[config.mk]
export PLATFORM = sky130hd
export DESIGN_NAME = axi_lite_master
export DESIGN_NICKNAME = d
export VERILOG_FILES = /design/src/rtl/axi_lite_master.sv
export SDC_FILE = /design/constraint.sdc
export NUM_CORES = 1
export LEC_CHECK = 0
export ABC_CLOCK_PERIOD_IN_PS = 4300
export BUFFER_PORTS_ARGS = -buffer_cell sky130_fd_sc_hd__buf_2
export CORE_MARGIN = 5
export CORE_UTILIZATION = 40
export CTS_BUF_LIST = sky130_fd_sc_hd__clkbuf_8
export CTS_CLUSTER_DIAMETER = 120
export DETAILED_ROUTE_END_ITERATION = 10
export GPL_ROUTABILITY_DRIVEN = 0
export PLACE_DENSITY = 0.73
export SYNTH_ARGS = -nofsm -noshare
export SYNTH_HDL_FRONTEND = slang
export SYNTH_SLANG_ARGS = --single-unit
[constraint.sdc]
create_clock -name ACLK -period 4.3 [get_ports ACLK]
set_clock_uncertainty 0.1 [all_clocks]
set_input_delay 0.215 -clock ACLK [delete_from_list [all_inputs] [get_ports ACLK]]
set_output_delay 0.215 -clock ACLK [all_outputs]
set_load 0.05 [all_outputs]
[src/rtl/axi_lite_master.sv]
// Single-outstanding AXI4-Lite master that turns a simple CPU request/response port into AR/R or AW/W/B traffic.
// Defining AXI_MASTER_TIMEOUT_EN adds a per-state stall counter that aborts a stuck transaction with an error.
module axi_lite_master #(
  parameter int TIMEOUT_CYCLES = 256
) (
  input  logic        ACLK,
  input  logic        ARESETN,
  input  logic        req_valid,
  output logic        req_ready,
  input  logic        req_we,
  input  logic [31:0] req_addr,
  input  logic [31:0] req_wdata,
  input  logic [3:0]  req_wstrb,
  output logic        resp_valid,
  output logic [31:0] resp_rdata,
  output logic        resp_err,
  output logic [31:0] ARADDR,
  output logic        ARVALID,
  input  logic        ARREADY,
  input  logic [31:0] RDATA,
  input  logic [1:0]  RRESP,
  input  logic        RVALID,
  output logic        RREADY,
  output logic [31:0] AWADDR,
  output logic        AWVALID,
  input  logic        AWREADY,
  output logic [31:0] WDATA,
  output logic [3:0]  WSTRB,
  output logic        WVALID,
  input  logic        WREADY,
  input  logic [1:0]  BRESP,
  input  logic        BVALID,
  output logic        BREADY
);

  typedef enum logic [2:0] {S_IDLE, S_AR, S_R, S_WR, S_B, S_RESP} state_t;

  state_t      r_state;
  logic        r_req_ready;
  logic        r_resp_valid;
  logic [31:0] r_resp_rdata;
  logic        r_resp_err;
  logic [31:0] r_addr;
  logic [31:0] r_wdata;
  logic [3:0]  r_wstrb;
  logic        r_arvalid;
  logic        r_rready;
  logic        r_awvalid;
  logic        r_wvalid;
  logic        r_bready;

  logic        w_aw_done;
  logic        w_w_done;
  logic        w_timeout;

  if (TIMEOUT_CYCLES < 2) begin : g_bad_timeout
    $error("axi_lite_master: TIMEOUT_CYCLES must be at least 2");
  end

  // A write channel counts as done once its VALID has already dropped or is being accepted now.
  assign w_aw_done = !r_awvalid || AWREADY;
  assign w_w_done  = !r_wvalid  || WREADY;

`ifdef AXI_MASTER_TIMEOUT_EN
  localparam int CNT_W = $clog2(TIMEOUT_CYCLES + 1);

  logic [CNT_W-1:0] r_cnt;
  logic             w_wait;
  logic             w_hs_leave;

  assign w_wait     = (r_state == S_AR) || (r_state == S_R) ||
                      (r_state == S_WR) || (r_state == S_B);
  assign w_hs_leave = ((r_state == S_AR) && ARREADY) ||
                      ((r_state == S_R)  && RVALID)  ||
                      ((r_state == S_WR) && w_aw_done && w_w_done) ||
                      ((r_state == S_B)  && BVALID);
  // A real handshake wins over an expiring counter on the same edge.
  assign w_timeout  = w_wait && !w_hs_leave && (r_cnt == CNT_W'(TIMEOUT_CYCLES - 1));

  // Counter restarts at zero on every state entry because it is cleared whenever a state is left.
  always_ff @(posedge ACLK or negedge ARESETN) begin
    if (!ARESETN) begin
      r_cnt <= '0;
    end else if (w_wait && !w_hs_leave && !w_timeout) begin
      r_cnt <= r_cnt + CNT_W'(1);
    end else begin
      r_cnt <= '0;
    end
  end
`else
  assign w_timeout = 1'b0;
`endif

  always_ff @(posedge ACLK or negedge ARESETN) begin
    if (!ARESETN) begin
      r_state      <= S_IDLE;
      r_req_ready  <= 1'b0;
      r_resp_valid <= 1'b0;
      r_resp_rdata <= '0;
      r_resp_err   <= 1'b0;
      r_addr       <= '0;
      r_wdata      <= '0;
      r_wstrb      <= '0;
      r_arvalid    <= 1'b0;
      r_rready     <= 1'b0;
      r_awvalid    <= 1'b0;
      r_wvalid     <= 1'b0;
      r_bready     <= 1'b0;
    end else if (w_timeout) begin
      r_arvalid    <= 1'b0;
      r_rready     <= 1'b0;
      r_awvalid    <= 1'b0;
      r_wvalid     <= 1'b0;
      r_bready     <= 1'b0;
      r_resp_rdata <= '0;
      r_resp_err   <= 1'b1;
      r_resp_valid <= 1'b1;
      r_state      <= S_RESP;
    end else begin
      case (r_state)
        S_IDLE: begin
          r_req_ready <= 1'b1;
          if (req_valid && r_req_ready) begin
            r_req_ready <= 1'b0;
            r_addr      <= req_addr;
            r_wdata     <= req_wdata;
            r_wstrb     <= req_wstrb;
            if (req_we) begin
              r_awvalid <= 1'b1;
              r_wvalid  <= 1'b1;
              r_state   <= S_WR;
            end else begin
              r_arvalid <= 1'b1;
              r_state   <= S_AR;
            end
          end
        end
        S_AR: begin
          if (ARREADY) begin
            r_arvalid <= 1'b0;
            r_rready  <= 1'b1;
            r_state   <= S_R;
          end
        end
        S_R: begin
          if (RVALID) begin
            r_rready     <= 1'b0;
            r_resp_rdata <= RDATA;
            r_resp_err   <= RRESP[1];
            r_resp_valid <= 1'b1;
            r_state      <= S_RESP;
          end
        end
        S_WR: begin
          if (w_aw_done && w_w_done) begin
            r_awvalid <= 1'b0;
            r_wvalid  <= 1'b0;
            r_bready  <= 1'b1;
            r_state   <= S_B;
          end else begin
            if (AWREADY) r_awvalid <= 1'b0;
            if (WREADY)  r_wvalid  <= 1'b0;
          end
        end
        S_B: begin
          if (BVALID) begin
            r_bready     <= 1'b0;
            r_resp_rdata <= '0;
            r_resp_err   <= BRESP[1];
            r_resp_valid <= 1'b1;
            r_state      <= S_RESP;
          end
        end
        S_RESP: begin
          r_resp_valid <= 1'b0;
          r_resp_rdata <= '0;
          r_resp_err   <= 1'b0;
          r_req_ready  <= 1'b1;
          r_state      <= S_IDLE;
        end
        default: r_state <= S_IDLE;
      endcase
    end
  end

  assign req_ready  = r_req_ready;
  assign resp_valid = r_resp_valid;
  assign resp_rdata = r_resp_rdata;
  assign resp_err   = r_resp_err;
  assign ARADDR     = r_addr;
  assign ARVALID    = r_arvalid;
  assign RREADY     = r_rready;
  assign AWADDR     = r_addr;
  assign AWVALID    = r_awvalid;
  assign WDATA      = r_wdata;
  assign WSTRB      = r_wstrb;
  assign WVALID     = r_wvalid;
  assign BREADY     = r_bready;

endmodule

# After elaboration in Yosys (flattened, before gate mapping)
# Index checks and enable logic that the tools add are counted.
# Widths: inputs -> output; s select.
[op_classes]
bitwise_logic = 0
add_sub_neg = 0
shifts = 0
div_mod_pow = 0
n_lt_le_gt_ge = 0
n_eq_ne = 14
reduce_logical = 21
mul = 0
muxes = 36
[ops]
columns = ["operator", "n"]
rows = [
  ["$pmux 32 s3", 1],
  ["$mux 32", 2],
  ["$mux 1", 18],
  ["$mux 3", 5],
  ["$pmux 3 s5", 1],
  ["$ne 2x2->1 const B", 7],
  ["$pmux 1 s2", 6],
  ["$reduce_and 4->1", 3],
  ["$reduce_bool 2->1", 5],
  ["$reduce_and 3->1", 3],
  ["$eq 3x2->1 const B", 2],
  ["$eq 3x3->1 const B", 2],
  ["$ne 3x3->1 const B", 2],
  ["$pmux 1 s3", 2],
  ["$reduce_and 5->1", 1],
  ["$eq 3x1->1 const B", 1],
  ["$logic_not 3->1", 1],
  ["$reduce_bool 3->1", 1],
  ["$logic_and 1x1->1", 2],
  ["$logic_not 1->1", 2],
  ["$logic_or 1x1->1", 2],
  ["$mux 2", 1],
  ["$reduce_and 2->1", 1],
]
[totals]
mem_count = 0
ff_bits = 111
ramBits = 0
mem_bits_ro = 0
latch_bits = 0
in_bits = 113
word_cells = 84

# Logic depth before layout (Yosys ltp)
[logic_depth]
word_depth = 5
depth_mapped = 7
depth_no_buf = 4

# Least setup slack after synthesis
# Ideal clock, no wire load.
[synth_path]
path_kind = "reg-to-reg"
from = "reg r_req_ready, in the netlist req_ready"
to = "reg r_wdata[13], in the netlist WDATA[13]"
arrival_ps = 1655
stages_incl_launch_ff = 6
required_ps = 4073
synth_period_minus_slack_ps = 1883
setup_ps = 127
path_slack_ps = 2417
path_cell_list = "dfrtp_1 -> nand3b_4 -> nor3_4 -> buf_4 -> buf_6 -> mux2_1"
[synth_between]
elab_chain_len = 2
[synth_rtl]
columns = ["element", "line", "text"]
rows = [
  ["start, declared", "39", "logic r_req_ready;"],
  ["start signal, assigned", "97", "r_req_ready <= 1'b0;"],
  ["start signal, assigned", "122", "r_req_ready <= 1'b1;"],
  ["start signal, assigned", "124", "r_req_ready <= 1'b0;"],
  ["$logic_and 1x1->1", "123", "if (req_valid && r_req_ready) begin"],
  ["$reduce_and 2->1 (no source line)", "n/a", ""],
  ["end signal, assigned", "126", "r_wdata <= req_wdata;"],
  ["end, declared", "44", "logic [31:0] r_wdata;"],
]
# No other way between the ends.
# A chain may end at the register's enable or synchronous reset.

# Worst setup path after layout
[layout_path]
from = "reg r_state[1]"
to = "reg r_resp_err, in the netlist resp_err"
[layout_between]
elab_chain_len = 3
word_cells_on_any_way = 8
classes_between = "eq/ne: 5; mux: 1; reduce/logical: 2"
[layout_rtl]
columns = ["element", "line", "text"]
rows = [
  ["start, declared", "38", "state_t r_state;"],
  ["start signal, assigned", "96", "r_state <= S_IDLE;"],
  ["start signal, assigned", "118", "r_state <= S_RESP;"],
  ["start signal, assigned", "131", "r_state <= S_WR;"],
  ["$eq 3x2->1 or $eq 3x3->1 (tied branches)", "120", "case (r_state)"],
  ["$ne 2x2->1 (no source line) or $reduce_bool 3->1 (tied branches)", "n/a", ""],
  ["$reduce_and 3->1 (no source line)", "n/a", ""],
  ["end signal, assigned", "149", "r_resp_err <= RRESP[1];"],
  ["end signal, assigned", "169", "r_resp_err <= BRESP[1];"],
  ["end, declared", "42", "logic r_resp_err;"],
]
# Parallel ways exist; a longest one is shown, timed or not.

==> impl_metrics.csv <==
group,metric,value,unit
setup_path,required,4.39,ns
yosys,synth.avg_cell_area,11.9,um^2
grt,grt_pass1_vias,4144,
grt,grt_pass1_wl,21.4,mm
job,drv_cap,0,
setup_path,max_stage_delay,1.01,ns
clock_tree,cts_root_buffer,"clkbuf_8",
cells_and_area,syn_to_final_growth,49.4,%
floorplanning,start_util,0.409,
outcome,outcome,"completed",
timing,setup_viol,0,
setup_path,cp-start-kind,"flip-flop",
floorplanning,io-pin-count,253,
timing,maxSlewViolCount,0,
clock_tree,numCtsBuffers,9,
setup_path,cp.arrival,2.79,ns
clock_tree,h-tree-depth,3,
hold_path,hold_class,"in2reg",
placed_design,numPortBuffers,250,
setup_path,crit_buf_inv,1,
yosys,synth.distinct_cells,27,
route,postRouteAntennaNets,0,
floorplanning,row_count,39,
cells_and_area,final_common_cell,"buf_2",
route,met1_length,4.94,mm
floorplanning,die_w,118,um
timing,rsz0062_at_grt,"no",
cells_and_area,drive_gt1_frac,0.466,
route,dr_wl_met2,7.24,mm
clock_tree,cts_tree,"yes",
floorplanning,die_h,118,um
route,firstDrtPassIters,4,
cells_and_area,instances_no_fill,852,
route,wl_met3,816,um
grt,grt_max_degree,70,
clock_tree,clkLatencyLatePin,0.35,ns
clock_tree,clkSinkCount,111,
cells_and_area,mostFrequentLayoutCells,"249 x buf_2, 111 x dfrtp_1, 101 x dlygate4sd3_1",
placed_design,placed_cells,735,
clock_tree,clk_pin_slew_worst_paths,0.09,ns
cells_and_area,final_nets,817,
clock_tree,post_cts_buffers,0,
setup_path,path_cells,"nand2b_1 > buf_4 > o22a_1 > o21ai_0",
yosys,yosysSeqAreaShare,0.595,
timing,post-route-min-period,2.70,ns
yosys,synth_cells,391,
clock_tree,cts_resized,0,
route,first_iter_violations,151,
route,viasPerCell,4.69,
setup_path,crit_family,"compound AO/OA/AOI/OAI gates",
setup_path,crit_fanout,35,
setup_path,crit_slowest_cell,"o22a_1",
grt,antenna_found_initial,1,
timing,max_freq,371,MHz
timing,final.hold.worst_slack,0.0311,ns
yosys,ys_warn_count,0,
timing,worst_pin_slew,1.18,ns
yosys,synth_seq_cells,111,
yosys,syn_nets,504,
clock_tree,clock_path_buffers,2,
floorplanning,core,11400,um^2
route,routed.top_layer,"met4",
yosys,syn_area,4670,um^2
timing,relSlewSlack,0.215,
setup_path,critPathKind,"reg2reg",
route,vias,3997,
grt,grt_overflow_total,0,
route,wl_per_cell,15.6,um
route,routed_wl,13.3,mm
setup_path,cp-end-kind,"flip-flop",
route,drc,0,
grt,grt.total_usage,0.186,
timing,finalHoldViolations,0,
placed_design,dp_hpwl,8.72,mm
timing,period_share,0.627,
timing,tns,0,ns
floorplanning,die_area,13900,um^2
## Yosys cell counts
cell      number  area share
a21oi_1        6      0.0064
nand3b_4       1      0.0043
nor3_4         1      0.0035
o22a_1         2      0.0038
o311ai_1       1      0.0019
a31o_2         1      0.0019
o21ai_0       10       0.011
a31oi_1        1      0.0013
buf_4         37       0.059
nand3_1       33       0.035
nand2b_1       5      0.0067
mux2_2        59        0.14
and3_1         1      0.0013
o22ai_2        1      0.0027
inv_1          3      0.0024
nor3_1         1      0.0011
nor2b_1        4      0.0054
mux2_1         9       0.022
a22oi_1        3      0.0048
clkbuf_1       4      0.0032
dfrtp_1      111        0.59
buf_6          1      0.0024
buf_2         11       0.012
nand2_1       74       0.059
nor4bb_1       1      0.0021
nor2_1         9      0.0072
mux2i_1        1      0.0021
## area by class of cell
type | count | area (um^2)
Clock inverter | 5 | 51.3
Inverter | 3 | 11.3
Multi-Input combinational cell | 224 | 1520
Tap cell | 143 | 179
Timing Repair Buffer | 355 | 2290
Sequential cell | 111 | 2780
Fill cell | 926 | 4440
Clock buffer | 10 | 138
Antenna cell | 1 | 2.50
## final timing paths
path | startpoint | end | slack, ns | cells after the start
setup / recovery | r_state[1]$_DFFE_PN0P_ | resp_err$_DFFE_PN0P_ | 1.60 | 4
hold reg to reg | resp_rdata[16]$_DFFE_PN0P_ | resp_rdata[16]$_DFFE_PN0P_ | 0.37 | 2
hold / removal | req_we | WVALID$_DFFE_PN0P_ | 0.03 | 3
max in group asynchronous | ARESETN | ARVALID$_DFFE_PN0P_ | 2.61 | 3
setup reg to reg | r_state[1]$_DFFE_PN0P_ | resp_err$_DFFE_PN0P_ | 1.60 | 4
min in group asynchronous | ARESETN | WDATA[30]$_DFFE_PN0P_ | 0.40 | 2
## tightest hold or removal path, cell delays in order
cell and delay, ns:
buf_2 0.12, nand2_1 0.07, nand2_1 0.06
## logic make-up after synthesis
kind of cell	count (synthesis)	share of synthesized area
AO/OA/AOI/OAI	25	0.0335
flip-flops	111	0.595
buffers and inverters	56	0.0793
AND/OR/NAND/NOR	130	0.126
multiplexers	69	0.166
## stage by stage
stage	worst slack, ns	utilization	instance area, um^2
final	1.60	0.611	6980
after floorplan	2.42	-	4670
after detailed placement	1.62	0.506	5770
after CTS	1.61	0.611	6970
after global routing	1.38	0.611	6980
after global placement	1.69	0.506	5770
## registers in the layout, summed over array words and instances, names as in the netlist
signal	flops
ARADDR	32
WDATA	32
resp_rdata	32
WSTRB	4
r_state	3
ARVALID	1
AWVALID	1
BREADY	1
RREADY	1
WVALID	1
req_ready	1
resp_err	1
resp_valid	1
## repair_timing
item                       CTS  global route
hold endpoints to repair   168             0
setup endpoints to repair    0             0
hold buffers               101             0
## routing by layer
metal  track usage  vias up
met5             0        -
met4        0.0652        0
met3        0.0418       19
met2         0.345      169
met1         0.208     1899
li1              -     1910
Power is not shown: default switching activity piles up to over one toggle a cycle in this logic, so the estimate is an artifact.
